[src/rtl/le_arbiter.sv]
// Round-robin arbiter sharing one signed a<=b comparator between N stb/ack requesters.
// One operation in flight at a time: grant, latch operands, wait LATENCY, return result.

module le #(
  parameter int WIDTH  = 32,
  parameter int STAGES = 0
) (
  input  logic             clk,
  input  logic             rst,
  input  logic [WIDTH-1:0] a,
  input  logic [WIDTH-1:0] b,
  output logic             z
);
  logic cmp;
  assign cmp = $signed(a) <= $signed(b);

  generate
    if (STAGES > 0) begin : g_pipe
      logic [STAGES-1:0] pipe_q;
      always_ff @(posedge clk) begin
        if (rst) begin
          pipe_q <= '0;
        end else begin
          pipe_q[0] <= cmp;
          for (int i = 1; i < STAGES; i++) pipe_q[i] <= pipe_q[i-1];
        end
      end
      assign z = pipe_q[STAGES-1];
    end else begin : g_comb
      logic unused_clk;
      assign unused_clk = clk ^ rst;
      assign z = cmp;
    end
  endgenerate
endmodule

module le_arbiter #(
  parameter int WIDTH   = 32,
  parameter int N       = 4,
  parameter int LATENCY = 1
) (
  input  logic             clk,
  input  logic             rst,
  input  logic [N*WIDTH-1:0] in_a,
  input  logic [N*WIDTH-1:0] in_b,
  input  logic [N-1:0]     in_stb,
  output logic [N-1:0]     in_ack,
  output logic [N-1:0]     out_z,
  output logic [N-1:0]     out_z_stb,
  input  logic [N-1:0]     out_z_ack,
  output logic             busy
);
  localparam int PW = (N > 1) ? $clog2(N) : 1;
  localparam int CW = (LATENCY > 0) ? $clog2(LATENCY + 1) : 1;

  typedef enum logic [1:0] {IDLE, ISSUE, WAIT, RESPOND} state_e;

  state_e           state_q, state_d;
  logic [PW-1:0]    ptr_q, ptr_d;
  logic [PW-1:0]    g_q, g_d;
  logic [WIDTH-1:0] op_a_q, op_a_d;
  logic [WIDTH-1:0] op_b_q, op_b_d;
  logic [CW-1:0]    cnt_q, cnt_d;
  logic             res_q, res_d;
  logic             le_z;
  logic             found;
  logic [PW-1:0]    scan_idx;

  // The comparator's last stage is res_q, so le itself carries LATENCY-1 stages.
  le #(
    .WIDTH (WIDTH),
    .STAGES((LATENCY > 1) ? LATENCY - 1 : 0)
  ) u_le (
    .clk(clk),
    .rst(rst),
    .a  (op_a_q),
    .b  (op_b_q),
    .z  (le_z)
  );

  always_ff @(posedge clk) begin
    if (rst) begin
      state_q <= IDLE;
      ptr_q   <= '0;
      g_q     <= '0;
      op_a_q  <= '0;
      op_b_q  <= '0;
      cnt_q   <= '0;
      res_q   <= 1'b0;
    end else begin
      state_q <= state_d;
      ptr_q   <= ptr_d;
      g_q     <= g_d;
      op_a_q  <= op_a_d;
      op_b_q  <= op_b_d;
      cnt_q   <= cnt_d;
      res_q   <= res_d;
    end
  end

  always_comb begin
    state_d  = state_q;
    ptr_d    = ptr_q;
    g_d      = g_q;
    op_a_d   = op_a_q;
    op_b_d   = op_b_q;
    cnt_d    = cnt_q;
    res_d    = res_q;
    found    = 1'b0;
    scan_idx = '0;
    case (state_q)
      IDLE: begin
        for (int i = 0; i < N; i++) begin
          if (!found) begin
            scan_idx = PW'((int'(ptr_q) + i) % N);
            if (in_stb[scan_idx]) begin
              found   = 1'b1;
              g_d     = scan_idx;
              state_d = ISSUE;
            end
          end
        end
      end
      ISSUE: begin
        // A requester that withdrew before the ack edge is simply dropped.
        if (in_stb[g_q]) begin
          op_a_d  = in_a[int'(g_q)*WIDTH +: WIDTH];
          op_b_d  = in_b[int'(g_q)*WIDTH +: WIDTH];
          cnt_d   = CW'(LATENCY);
          state_d = WAIT;
        end else begin
          state_d = IDLE;
        end
      end
      WAIT: begin
        if (cnt_q <= CW'(1)) begin
          res_d   = le_z;
          state_d = RESPOND;
        end else begin
          cnt_d = cnt_q - CW'(1);
        end
      end
      RESPOND: begin
        if (out_z_ack[g_q]) begin
          ptr_d   = (g_q == PW'(N - 1)) ? '0 : g_q + PW'(1);
          state_d = IDLE;
        end
      end
      default: state_d = IDLE;
    endcase
  end

  always_comb begin
    in_ack    = '0;
    out_z_stb = '0;
    out_z     = '0;
    if (state_q == ISSUE) in_ack[g_q] = 1'b1;
    if (state_q == RESPOND) begin
      out_z_stb[g_q] = 1'b1;
      out_z[g_q]     = res_q;
    end
  end

  assign busy = (state_q != IDLE);
endmodule

[config.mk]
export PLATFORM = sky130hd
export DESIGN_NAME = le_arbiter
export DESIGN_NICKNAME = d
export VERILOG_FILES = /design/src/rtl/le_arbiter.sv
export SDC_FILE = /design/constraint.sdc
export NUM_CORES = 1
export LEC_CHECK = 0
export BUFFER_PORTS_ARGS = -buffer_cell sky130_fd_sc_hd__buf_2
export CAP_MARGIN = 20
export CORE_ASPECT_RATIO = 0.6
export CORE_MARGIN = 2
export CORE_UTILIZATION = 40
export CTS_BUF_LIST = sky130_fd_sc_hd__clkbuf_4 sky130_fd_sc_hd__clkbuf_8
export DETAILED_ROUTE_END_ITERATION = 8
export PLACE_DENSITY = 0.84
export SLEW_MARGIN = 20
export SYNTH_ARGS = -nofsm -noshare
export SYNTH_HDL_FRONTEND = slang
export SYNTH_SLANG_ARGS = --single-unit
[constraint.sdc]
create_clock -name clk -period 2.9 [get_ports clk]
set_clock_uncertainty 0.05 [all_clocks]
set_input_delay 0.725 -clock clk [delete_from_list [all_inputs] [get_ports clk]]
set_output_delay 0.725 -clock clk [all_outputs]
set_load 0.05 [all_outputs]
==> impl_metrics.yaml <==
outcome:
  outcome: "complete, no violations"
clock_network:
  post_cts_resized: 0
  cts_tree: "built"
  cts_buffers: 9
  path_clk_slew_ns: 0.07
  htree_levels: 3
  clk_root_buffer_cell: "clkbuf_8"
  insertion_delay_ns: 0.35
  clock_sinks: 71
  clk_path_buf_depth: 2
  ctsHoldBuffers: 0
  postCtsSetupBuffers: 0
route:
  route.antenna.remaining_nets: 0
  vias_per_cell: 5.236
  avgRoutedWirePerCell_um: 15.65
  remaining_drc_errors: 0
  drt_iter0_drc: 227
  dr.pass1.iters: 7
  drt_wl_total_um: 15710
  via_count: 5257
die:
  dieArea_um2: 13940
  chipWidth_um: 151.1
  fp-row-count: 32
  boundaryPins: 279
  coreArea_um2: 12770
  start_util_pct: 40.66
  die_h_um: 92.27
placement:
  place_hpwl_um: 12680
  dpl.cell_count: 988
  portBuffers: 278
  dpl_cell_area_um2: 6718
  place_congestion: 0.8665
cells_and_area:
  mostFrequentLayoutCells: "buf_2, nand2_1, a21oi_1"
  n_antenna_cell: 0
  final-seq-area_um2: 1429
  nNetsFinal: 1131
  drive_gt1_share_pct: 45.56
  nFillCells: 1229
  final_cell_area_um2: 6923
  finalNonFillerCells: 1004
  multi_input_area_um2: 3411
  syn2layout_area_growth_pct: 33.29
  final_common_cell: "buf_2"
pwr:
  clkPwrFrac_pct: 28.2
  power_frac_seq_pct: 38.2
  p_total_mw: 2.890
  leakagePower_nw: 3.001
  power_density_nw_per_um2: 417.5
  switching_share_pct: 32.32
  pwr-share-comb_pct: 33.6
  p_switching_mw: 0.9341
  p_int_mw: 1.956
  peakVddDrop_mv: 0.1911
global_route:
  grt_antenna_before_repair: 1
  grt_remaining_overflow: 0
  grt_pass1_vias: 5033
  track_usage_pct: 22.19
  grt_max_degree: 65
  grt_pass1_wl_um: 24020
sta:
  hold_ws_ns: 0.4082
  setup_violations: 0
  maxSlewViolCount: 0
  rsz0062_at_grt: "false"
  period_minus_slack_ns: 2.585
  fin_crit_sh_pct: 89.15
  worst_pin_slew_ns: 0.6087
  setup_tns_ns: 0
  slew_headroom_pct: 59.42
  hold_viol: 0
  max_freq_mhz: 386.8
yosys:
  syn_area_per_cell_um2: 9.080
  synth_area_um2: 5194
  synthCells: 572
  synth_cell_types: 42
  yosys_warnings: 0
  synth-seq-cells: 71
  synth_nets: 874
  synth-seq-area-share_pct: 27.37
critical_path:
  cp_top_family: "flip-flops"
  path_class: "flip-flop to primary output"
  endpoint_kind: "primary output"
  cp.buffers_inverters: 2
  slowest_stage: "dfxtp_1"
  required_ns: 2.12
  crit_arrival_ns: 1.81
  cp_cell_sequence: "inv_2 > nor2_1 > and3_1 > buf_2"
  slowest_delay_ns: 0.62
  startpoint_type: "flip-flop"
  path_max_fanout: 11
worst_hold_path:
  hp-class: "flip-flop to flip-flop"
flow_run:
  maxCapViolations: 0
-- layout make-up --
cell class / instances / area share, %
repair buffers: 288 / 21.72
inverters: 43 / 2.331
well taps: 170 / 3.072
multi-input cells: 416 / 49.27
clock inverters: 6 / 0.9760
clock buffers: 10 / 1.988
flip-flops and latches: 71 / 20.64
-- state kept, by name, indices dropped and copies added (netlist names) --
signal,cells
g_q,2
op_a_q,32
op_b_q,32
ptr_q,2
res_q,1
state_q,2
-- per-layer routing --
metal	up-vias	track usage [%]	routed length, um	share of wire, %
met5	-	0	13	0.083
met4	2	3.738	161	1.0
met3	19	5.771	1175	7.5
met2	189	38.71	7795	50
met1	2480	28.10	6566	42
li1	2567	-	-	-
-- tightest hold or removal path: stages, from the launching register on --
cell and delay [ns]:
dfxtp_1 0.31, nand2_1 0.05, a21oi_1 0.05
-- synth_stat cells, drive strengths merged --
cell type / n / area [um2]
a2111oi: 1 / 8.760
a211o: 1 / 8.760
a211oi: 1 / 7.510
a21o: 1 / 7.510
a21oi: 88 / 440.4
a221oi: 1 / 8.760
a22oi: 1 / 7.510
a311o: 2 / 21.27
a32oi: 1 / 8.760
and2: 1 / 6.260
and3: 12 / 75.07
and4: 1 / 8.760
buf: 27 / 146.4
clkbuf: 15 / 56.30
dfxtp: 71 / 1421
ha: 36 / 450.4
inv: 43 / 161.4
mux2i: 2 / 20.02
mux4: 65 / 1464
nand2: 148 / 555.5
nand2b: 2 / 12.51
nand3: 3 / 15.01
nand3b: 1 / 7.510
nand4: 6 / 43.79
nor2: 15 / 56.30
nor2b: 1 / 6.260
nor3: 6 / 41.29
nor4: 3 / 25.02
o211ai: 2 / 15.01
o21ai: 11 / 55.05
o221ai: 1 / 8.760
o22ai: 1 / 6.260
o32a: 1 / 10.01
or3: 1 / 6.260
-- power by group through the flow --
stage / Combinational (mW) / Sequential (mW) / Clock [mW]
4_1_cts: 0.979 / 1.10 / 0.835
5_1_grt: 1.08 / 1.11 / 0.886
6_report: 0.971 / 1.10 / 0.816
3_3_place_gp: 0.945 / 1.12 / 0
2_1_floorplan: 0.650 / 1.10 / 0
3_5_place_dp: 0.974 / 1.13 / 0
-- metrics by stage --
| step | util [%] | setup slack (ns) |
|---|---|---|
| after detailed placement | 52.60 | 0.5637 |
| after global placement | 52.60 | 0.6387 |
| after global routing | 54.20 | 0.1572 |
| after floorplan | - | 0.6437 |
| after CTS | 54.20 | 0.2836 |
| final | 54.20 | 0.3147 |
-- final timing paths --
| check | depth (start not counted) | end | start | slack, ns |
|---|---|---|---|---|
| min | 2 | op_b_q[30] | op_b_q[30] | 0.41 |
| min reg2reg | 2 | op_b_q[30] | op_b_q[30] | 0.41 |
| max | 4 | out_z[2] | state_q[1] | 0.31 |
| max reg2reg | 7 | res_q | op_b_q[14] | 0.57 |
-- kinds of logic (layout without fill, tap and decap cells) --
group                    count (synthesis)  in the layout  synth area share (%)
buffers and inverters                   85            347                 7.010
AO/OA/AOI/OAI                          113            113                 11.83
adder cells (fa/ha/maj)                 36             36                 8.673
multiplexers                            67             67                 28.57
AND/OR/NAND/NOR                        200            200                 16.55
flip-flops                              71             71                 27.37
Power figures use the tool's default switching activity.
